`src/rtl/midi_transmitter.sv`:
```
// MIDI 8N1 serial transmitter: accepts status/data1/data2 messages and shifts them out LSB first.
// Optional build macro RUNNING_STATUS_EN suppresses repeated channel status bytes (MIDI running status).
module midi_transmitter #(
  parameter int CLKS_PER_BIT = 128
) (
  input  logic       clk,
  input  logic       rst,
  input  logic       msg_valid,
  output logic       msg_ready,
  input  logic [7:0] status,
  input  logic [7:0] data1,
  input  logic [7:0] data2,
  input  logic       two_byte,
  output logic       midi_out,
  output logic       busy,
  output logic       err
);

  localparam int CNT_W = (CLKS_PER_BIT > 1) ? $clog2(CLKS_PER_BIT) : 1;
  localparam logic [CNT_W-1:0] LAST_TICK = CNT_W'(CLKS_PER_BIT - 1);

  typedef enum logic [1:0] {
    IDLE  = 2'd0,
    START = 2'd1,
    DATA  = 2'd2,
    STOP  = 2'd3
  } state_e;

  state_e           state_q, state_d;
  logic [CNT_W-1:0] tick_q, tick_d;
  logic [2:0]       bit_q, bit_d;
  logic [1:0]       byte_q, byte_d;
  logic [1:0]       last_q, last_d;
  logic [7:0]       status_q, status_d;
  logic [7:0]       data1_q, data1_d;
  logic [7:0]       data2_q, data2_d;
  logic             err_q, err_d;

  logic       accept;
  logic       legal;
  logic       bit_end;
  logic       last_byte;
  logic       skip_status;
  logic [7:0] cur_byte;

  assign accept    = msg_valid && (state_q == IDLE);
  assign legal     = status[7];
  assign bit_end   = (tick_q == LAST_TICK);
  assign last_byte = (byte_q == last_q);

`ifdef RUNNING_STATUS_EN
  logic [7:0] rs_q, rs_d;

  // rs_q only ever holds 0x00 or a channel status, so a legal status can match it only when repeated.
  assign skip_status = legal && (status == rs_q);

  always_comb begin
    rs_d = rs_q;
    if (accept && legal) begin
      rs_d = (status >= 8'hF0) ? 8'h00 : status;
    end
  end

  always_ff @(posedge clk or posedge rst) begin
    if (rst) rs_q <= 8'h00;
    else     rs_q <= rs_d;
  end
`else
  assign skip_status = 1'b0;
`endif

  // State register
  always_ff @(posedge clk or posedge rst) begin
    if (rst) state_q <= IDLE;
    else     state_q <= state_d;
  end

  // Next-state logic
  always_comb begin
    // NOTE: every always_comb target gets a default first so no path leaves it unassigned (no latch).
    state_d = state_q;
    case (state_q)
      IDLE:    if (accept && legal)           state_d = START;
      START:   if (bit_end)                   state_d = DATA;
      DATA:    if (bit_end && bit_q == 3'd7)  state_d = STOP;
      STOP:    if (bit_end)                   state_d = last_byte ? IDLE : START;
      default:                                state_d = IDLE;
    endcase
  end

  // Datapath next-state: bit timing, byte sequencing and message capture
  always_comb begin
    tick_d   = (state_q == IDLE || bit_end) ? '0 : tick_q + 1'b1;
    bit_d    = (state_q == DATA && bit_end) ? bit_q + 3'd1 : bit_q;
    byte_d   = byte_q;
    last_d   = last_q;
    status_d = status_q;
    data1_d  = data1_q;
    data2_d  = data2_q;
    err_d    = 1'b0;

    if (accept) begin
      err_d = ~legal;
      if (legal) begin
        status_d = status;
        data1_d  = data1;
        data2_d  = data2;
        byte_d   = skip_status ? 2'd1 : 2'd0;
        last_d   = two_byte ? 2'd1 : 2'd2;
      end
    end else if (state_q == STOP && bit_end && !last_byte) begin
      byte_d = byte_q + 2'd1;
    end
  end

  always_ff @(posedge clk or posedge rst) begin
    if (rst) begin
      tick_q   <= '0;
      bit_q    <= 3'd0;
      byte_q   <= 2'd0;
      last_q   <= 2'd0;
      status_q <= 8'h00;
      data1_q  <= 8'h00;
      data2_q  <= 8'h00;
      err_q    <= 1'b0;
    end else begin
      // NOTE: sequential state uses non-blocking assignment so all registers update together at the edge.
      tick_q   <= tick_d;
      bit_q    <= bit_d;
      byte_q   <= byte_d;
      last_q   <= last_d;
      status_q <= status_d;
      data1_q  <= data1_d;
      data2_q  <= data2_d;
      err_q    <= err_d;
    end
  end

  // Output logic
  always_comb begin
    case (byte_q)
      2'd0:    cur_byte = status_q;
      2'd1:    cur_byte = data1_q;
      default: cur_byte = data2_q;
    endcase

    midi_out  = 1'b1;
    msg_ready = (state_q == IDLE);
    busy      = (state_q != IDLE);
    err       = err_q;
    case (state_q)
      START:   midi_out = 1'b0;
      DATA:    midi_out = cur_byte[bit_q];
      default: midi_out = 1'b1;
    endcase
  end

endmodule

```
`config.mk`:
```
export PLATFORM = sky130hd
export DESIGN_NAME = midi_transmitter
export DESIGN_NICKNAME = d
export VERILOG_FILES = /design/src/rtl/midi_transmitter.sv
export SDC_FILE = /design/constraint.sdc
export NUM_CORES = 1
export LEC_CHECK = 0
export CAP_MARGIN = 20
export CORE_ASPECT_RATIO = 1.75
export CORE_MARGIN = 10
export CORE_UTILIZATION = 52
export CTS_CLUSTER_SIZE = 24
export DETAILED_ROUTE_END_ITERATION = 10
export MAX_ROUTING_LAYER = met4
export PLACE_DENSITY = 0.82
export SKIP_LAST_GASP = 1
export SYNTH_ARGS = -nofsm -noshare
export SYNTH_HDL_FRONTEND = slang
export SYNTH_SLANG_ARGS = --single-unit
```
`constraint.sdc`:
```
create_clock -name clk -period 2.7 [get_ports clk]
set_input_delay 0.54 -clock clk [delete_from_list [all_inputs] [get_ports clk]]
set_output_delay 0.54 -clock clk [all_outputs]
set_load 0.03 [all_outputs]
```
==> results of run 1 <==
logic make-up (layout without fill, tap and decap cells):
| family | after synthesis | count (layout) | share of synthesized area [%] |
|---|---|---|---|
| mux | 27 | 27 | 15.4 |
| fa+ha+maj | 10 | 10 | 6.37 |
| simple gates | 60 | 60 | 14.5 |
| buf+inv | 14 | 49 | 2.87 |
| xor+xnor | 8 | 8 | 3.57 |
| compound gates | 15 | 15 | 5.03 |
| flops | 41 | 41 | 52.2 |
metal layers:
metal	global-route usage, %	up-vias	part of all wire (%)
met5	-	-	0
met4	8.10	0	4.0
met3	3.43	17	4.5
met2	25.7	47	55
met1	14.2	688	36
li1	-	670	-
placed cells by master, fill, tap and decap left out, types with 2 or more instances in the layout:
cell | Yosys | routed
dfrtp_1 | 41 | 40
clkdlybuf4s50_1 | 0 | 30
mux2_2 | 26 | 26
nand2_1 | 21 | 21
nand3_1 | 11 | 11
nor2_1 | 11 | 10
inv_1 | 8 | 8
ha_1 | 10 | 7
xnor2_1 | 5 | 5
clkbuf_8 | 0 | 5
and3_1 | 3 | 3
xor2_1 | 3 | 3
o21ai_0 | 3 | 3
a21oi_1 | 3 | 3
nor3_1 | 3 | 3
buf_4 | 0 | 3
nor2b_1 | 2 | 2
o22ai_1 | 2 | 2
and2_1 | 2 | 2
ha_4 | 0 | 2
clkinv_2 | 0 | 2
stage by stage:
step	hold slack, ns	util (%)	power [W]
finish	0.480	67.1	0.00105
global route	0.506	67.1	0.00110
CTS	0.483	66.3	0.00106
detailed placement	0.464	63.9	0.000678
global placement	0.453	63.9	0.000677
floorplan	0.435	-	0.000635
layout make-up:
class,count,area (um^2)
Fill cell,275,1190
Sequential cell,41,1030
Multi-Input combinational cell,120,912
Timing Repair Buffer,33,323
Clock buffer,5,68.8
Tap cell,46,57.6
Inverter,8,30.0
Clock inverter,3,17.5
worst min path at each step:
stage	startpoint	to	slack, ns	cells after the start
2_1_floorplan	status_q[7]$_DFFE_PP0P_	status_q[7]$_DFFE_PP0P_	0.43	1
3_3_place_gp	tick_q[0]$_DFF_PP0_	tick_q[0]$_DFF_PP0_	0.45	1
3_5_place_dp	status_q[7]$_DFFE_PP0P_	status_q[7]$_DFFE_PP0P_	0.46	1
4_1_cts	tick_q[0]$_DFF_PP0_	tick_q[0]$_DFF_PP0_	0.48	1
5_1_grt	status_q[7]$_DFFE_PP0P_	status_q[7]$_DFFE_PP0P_	0.51	1
6_report	tick_q[0]$_DFF_PP0_	tick_q[0]$_DFF_PP0_	0.48	1
power by group through the flow:
stage	Sequential [W]	Combinational, W	Clock [W]
final	0.000614	0.0000519	0.000387
after global routing	0.000613	0.0000571	0.000426
after CTS	0.000613	0.0000528	0.000398
after detailed placement	0.000626	0.0000526	0
after global placement	0.000626	0.0000511	0
after floorplan	0.000626	0.00000935	0
flip-flops by register name, summed over array words and instances, names as in the netlist:
| name | cells |
|---|---|
| bit_q | 3 |
| byte_q | 2 |
| data1_q | 8 |
| data2_q | 8 |
| err | 1 |
| last_q | 2 |
| state_q | 2 |
| status_q | 8 |
| tick_q | 7 |
worst max-delay path: cells and delay by family (launching register included):
| kind | cells | cell delay, ns |
|---|---|---|
| compound gates | 2 | 0.25 |
| simple gates | 3 | 0.53 |
| flops | 1 | 0.39 |
| buf+inv | 2 | 0.33 |
| fa+ha+maj | 1 | 0.22 |
what timing repair did:
action                                  CTS  global route
gates resized for setup                   1             6
hold buffers                              0             0
setup buffers                             0             0
endpoints found under the setup margin    1             2
==> results.tsv, run 1 <==
stage	metric	value	unit
clock_network	cts.htree.levels	2	
power	peakVddDrop	0.000512	V
timing	fin_crit	2.54	ns
floorplanning	dieArea	6730	um^2
final_layout	final_cells	256	
logic_synthesis	synth.area.top_cells	dfrtp_1, mux2_2, ha_1, nand2_1, nand3_1	
placed_design	dpl.cell_count	248	
floorplanning	core_area	3630	um^2
timing	fmax	0.393	GHz
logic_synthesis	synth_commonest_cells	dfrtp_1, mux2_2, nand2_1	
power	cellPowerDensity	432	nW/um^2
logic_synthesis	synth_nets	213	
timing	rsz0062_at_grt	false	
floorplanning	start_util	54.1	%
critical_path	crit_type	flip-flop to output port	
grt	grt_max_degree	42	
logic_synthesis	async_flop_share	100	%
logic_synthesis	synth_edf_count	0	
power	power.internal	0.000827	W
critical_path	crit-reg2reg-launch	state_q[0]$_DFFE_PP0P_	
grt	antenna_found_initial	0	
route	ant_nets	0	
critical_path	cp_cell_sequence	inv_1 > ha_4 > nand2_1 > nand3_1 > o22ai_1 > nor4_1 > a211o_1 > buf_4	
logic_synthesis	synth.largest_area_cell	dfrtp_1	
clock_network	numCtsBuffers	5	
timing	setup-violations-final	0	
critical_path	crit_arrival	2.00	ns
timing	hold_viol	0	
worst_hold_path	min_path_type	flip-flop to flip-flop	
power	clock_power_share	36.8	%
route	first_pass_iters	4	
final_layout	syn_to_final_growth	24.0	%
clock_network	cts_sinks	41	
critical_path	ff2ff_setup_slack	0.57	ns
logic_synthesis	synth.yosys.warnings	0	
logic_synthesis	synth_most_common_cell	dfrtp_1	
final_layout	n_antenna_cell	0	
logic_synthesis	avgSynthCellArea	11.2	um^2
floorplanning	pin_count	32	
critical_path	crit_start	byte_q[1]$_DFFE_PP0P_	
clock_network	cts_buffer_depth	2	
critical_path	worstPathRequired	2.16	ns
timing	timing.setup.tns	0	ns
clock_network	root_buffer	clkbuf_8	
timing	period_share	94.2	%
placed_design	gp_congestion	0.893	
final_layout	fin_area	2440	um^2
power	switching_share	21.5	%
route	vias	1422	
power	comb_power_share	4.9	%
placed_design	hpwl	3.37	mm
route	vias_per_cell	5.55	
power	switchingPower	0.000226	W
grt	grt_overflow_total	0	
floorplanning	die_w	66.5	um
timing	setup_slack	0.156	ns
timing	clock_skew	0.00518	ns
placed_design	placed_area	2320	um^2
grt	grtUsageTotal	14.7	%
grt	grt_pass1_wl	7.49	mm
route	wl	4.43	mm
logic_synthesis	synth-seq-cells	41	
logic_synthesis	synthesis.area	1960	um^2
floorplanning	die_y	101	um
placed_design	detailedPlace.worstSlack	0.318	ns
power	p_leak	1.14	nW
run	maxCapViolations	0	
logic_synthesis	synth_top_cell_area_share	52.2	%
critical_path	critPathMaxFanout	9	
critical_path	reg2reg_depth	6	
final_layout	nets	247	
route	drt_iter0_drc	76	
timing	relSlewSlack	65.3	%
route	wl_per_cell	17.3	um
clock_network	clock_latency	0.30	ns
timing	worst_pin_slew	0.521	ns
clock_network	cts.clk_slew.worst_paths	0.08	ns
clock_network	cts_tree	done	
route	drcViolationCount	0	
critical_path	end_kind	output port	
placed_design	io_buffers	31	
critical_path	slowest_stage	dfrtp_1	
logic_synthesis	synthCells	175	
timing	finalMaxSlewViolations	0	
floorplanning	rows	29	
status	status	completed	
grt	grt_pass1_vias	1646	
critical_path	r2r_end	state_q[0]$_DFFE_PP0P_	
logic_synthesis	synth_top_flop_cell	dfrtp_1	
critical_path	max_stage_delay	0.39	ns
logic_synthesis	synth_cell_types	33	
critical_path	worstSetupEndpoint	midi_out	
power	pwr-share-seq	58.3	%
logic_synthesis	ys_seq_area_share	52.2	%
critical_path	start_kind	flip-flop	
final_layout	drive_gt1_share	20.0	%
Power figures use the tool's default switching activity.
==> run 2, diff against run 1 <==
CORE_UTILIZATION = 40   (was 52)
GPL_TIMING_DRIVEN = 0   (was not set)
PLACE_DENSITY = 0.67   (was 0.82)
==> results.tsv, run 2 (same netlist as run 1, synthesis figures left out) <==
stage	metric	value	unit	change
timing	worst_pin_slew	0.833	ns	was 0.521 ns
final_layout	layout_common_cells	dfrtp_1, clkdlybuf4s50_1, mux2_2, nand2_1, nand3_1		unchanged
critical_path	ff2ff_setup_slack	0.60	ns	was 0.57 ns
clock_network	clock_latency	0.28	ns	was 0.30 ns
clock_network	cts_buffer_depth	2		unchanged
status	status	completed		unchanged
grt	grt_max_degree	42		unchanged
timing	fmax	0.393	GHz	about the same
route	wl	3.93	mm	was 4.43 mm
timing	clock_skew	0.00668	ns	was 0.00518 ns
grt	grt_pass1_vias	1461		was 1646
final_layout	fin_util	51.9	%	was 67.1%
timing	hold_viol	0		unchanged
final_layout	syn_to_final_growth	24.3	%	was 24.0%
grt	grt_overflow_total	0		unchanged
grt	grtUsageTotal	10.4	%	was 14.7%
floorplanning	pin_count	32		unchanged
critical_path	r2r_end	data2_q[7]$_DFFE_PP0P_		was state_q[0]$_DFFE_PP0P_
final_layout	top_regs	data1_q: 8 flops, data2_q: 8 flops, status_q: 8 flops		unchanged
critical_path	reg2reg_depth	6		unchanged
clock_network	cts.htree.levels	2		unchanged
clock_network	cts_sinks	41		unchanged
worst_hold_path	min-delay-start	status_q[7]$_DFFE_PP0P_		was tick_q[0]$_DFF_PP0_
critical_path	start_kind	flip-flop		unchanged
route	vias	1370		was 1422
floorplanning	die_y	113	um	was 101 um
worst_hold_path	min_path_type	flip-flop to flip-flop		unchanged
clock_network	holdBufCountCts	0		unchanged
floorplanning	dieArea	8220	um^2	was 6730 um^2
final_layout	nets	249		was 247
floorplanning	die_w	73.0	um	was 66.5 um
timing	period_share	94.2	%	about the same
route	first_pass_iters	4		unchanged
worst_hold_path	min_to	status_q[7]$_DFFE_PP0P_		was tick_q[0]$_DFF_PP0_
critical_path	crit_type	flip-flop to output port		unchanged
route	drcViolationCount	0		unchanged
run	maxCapViolations	0		unchanged
power	cellPowerDensity	434	nW/um^2	was 432 nW/um^2
route	wl_met1	1.56	mm	was 1.61 mm
power	peakVddDrop	0.000470	V	was 0.000512 V
route	vias_per_cell	5.21		was 5.55
final_layout	fillers	450		was 275
placed_design	hpwl	3.14	mm	was 3.37 mm
timing	rsz0062_at_grt	false		unchanged
floorplanning	rows	33		was 29
timing	setup_slack	0.157	ns	was 0.156 ns
route	dr_wl_met3	144	um	was 199 um
final_layout	drive_gt1_share	19.4	%	was 20.0%
placed_design	io_buffers	31		unchanged
timing	setup-violations-final	0		unchanged
timing	relSlewSlack	44.4	%	was 65.3%
critical_path	worstPathRequired	2.16	ns	about the same
critical_path	cp_cell_sequence	inv_1 > ha_4 > nor2_2 > and2_1 > o22ai_1 > nor4_1 > a211o_1 > buf_2		was inv_1 > ha_4 > nand2_1 > nand3_1 > o22ai_1 > nor4_1 > a211o_1 > buf_4
clock_network	root_buffer	clkbuf_8		unchanged
placed_design	detailedPlace.worstSlack	-0.295	ns	was 0.318 ns
clock_network	cts.clk_slew.worst_paths	0.08	ns	about the same
final_layout	layout_commonest_cell	dfrtp_1		unchanged
worst_hold_path	worstHoldPathCells	1		unchanged
route	ant_nets	0		unchanged
power	p_leak	1.15	nW	was 1.14 nW
critical_path	end_kind	output port		unchanged
grt	antenna_found_initial	0		unchanged
critical_path	crit-reg2reg-launch	state_q[0]$_DFFE_PP0P_		unchanged
clock_network	numCtsBuffers	5		unchanged
grt	grt_pass1_wl	6.67	mm	was 7.49 mm
final_layout	n_antenna_cell	0		unchanged
critical_path	critPathMaxFanout	9		unchanged
clock_network	cts_tree	done		unchanged
route	drt_iter0_drc	90		was 76
timing	finalMaxSlewViolations	0		unchanged
clock_network	cts_setup_buffers	0		unchanged
timing	fin_crit	2.54	ns	about the same
critical_path	crit_arrival	2.00	ns	about the same
critical_path	max_stage_delay	0.43	ns	was 0.39 ns
floorplanning	core_area	4710	um^2	was 3630 um^2
route	wl_per_cell	14.9	um	was 17.3 um
critical_path	slowest_stage	dfrtp_2		was dfrtp_1
route	route.met2.wl	2.17	mm	was 2.44 mm
placed_design	gp_congestion	0.772		was 0.893
route	top_layer	met4		unchanged
floorplanning	start_util	41.7	%	was 54.1%
## run 2: cell types whose count changed in the layout (fill, tap and decap cells not counted)
cell / change
clkbuf_1: +2
clkinvlp_4: -1
clkbuf_8: +1
buf_4: -3
buf_2: +4
ha_1: +1
inv_1: -1
inv_2: +1
ha_2: -1
clkinv_2: -2
## run 2: cell type report
cell class	instances	area [um^2]	share of cell area, %
well taps	52	65.1	2.66
inverters	8	30.0	1.23
repair buffers	31	305	12.5
clock buffers	7	86.3	3.53
flip-flops and latches	41	1030	42.1
plain buffers	4	18.8	0.768
multi-input cells	120	910	37.2
## run 2: stage by stage
step           hold slack, ns  TNS [ns]  instance area (um^2)  std cells  total power [W]
2_1_floorplan           0.435         0                  1960        175         0.000635
3_3_place_gp            0.452    -0.288                  2340        258         0.000678
3_5_place_dp            0.457    -0.295                  2340        258         0.000679
4_1_cts                 0.474         0                  2450        263          0.00107
5_1_grt                 0.500         0                  2440        263          0.00111
6_report                0.470         0                  2440        263          0.00106
## run 2: worst max-delay path by stage
stage | from | end | slack (ns) | cells after the start
CTS | byte_q[1]$_DFFE_PP0P_ | midi_out | 0.03 | 8
global route | byte_q[1]$_DFFE_PP0P_ | midi_out | 0.001 | 8
floorplan | byte_q[0]$_DFFE_PP0P_ | midi_out | 0.47 | 8
finish | byte_q[0]$_DFFE_PP0P_ | midi_out | 0.16 | 8
detailed placement | byte_q[0]$_DFFE_PP0P_ | midi_out | -0.29 | 9
global placement | byte_q[0]$_DFFE_PP0P_ | midi_out | -0.29 | 9
## run 2: repair_timing
action	in CTS	in global routing
setup endpoints to repair	1	1
cloned	0	0
gates resized for setup	9	2
## run 2: where the power goes
part,switching (W),internal [W]
clock network,0.000191,0.000203
registers,0,0.000614
logic,0.0000176,0.0000342
## run 2: critical path, delay by kind of cell, from the launching register on
| kind | cells | cell delay (ns) |
|---|---|---|
| AO/OA/AOI/OAI | 2 | 0.21 |
| AND/OR/NAND/NOR | 3 | 0.58 |
| flip-flops | 1 | 0.43 |
| adder cells (fa/ha/maj) | 1 | 0.20 |
| buffers and inverters | 2 | 0.28 |
## run 2: per-layer routing
layer  vias up  global-route usage, %
met5         -                      -
met4         0                   3.82
met3         5                   2.80
met2        27                   17.9
met1       666                   10.9
li1        672                      -
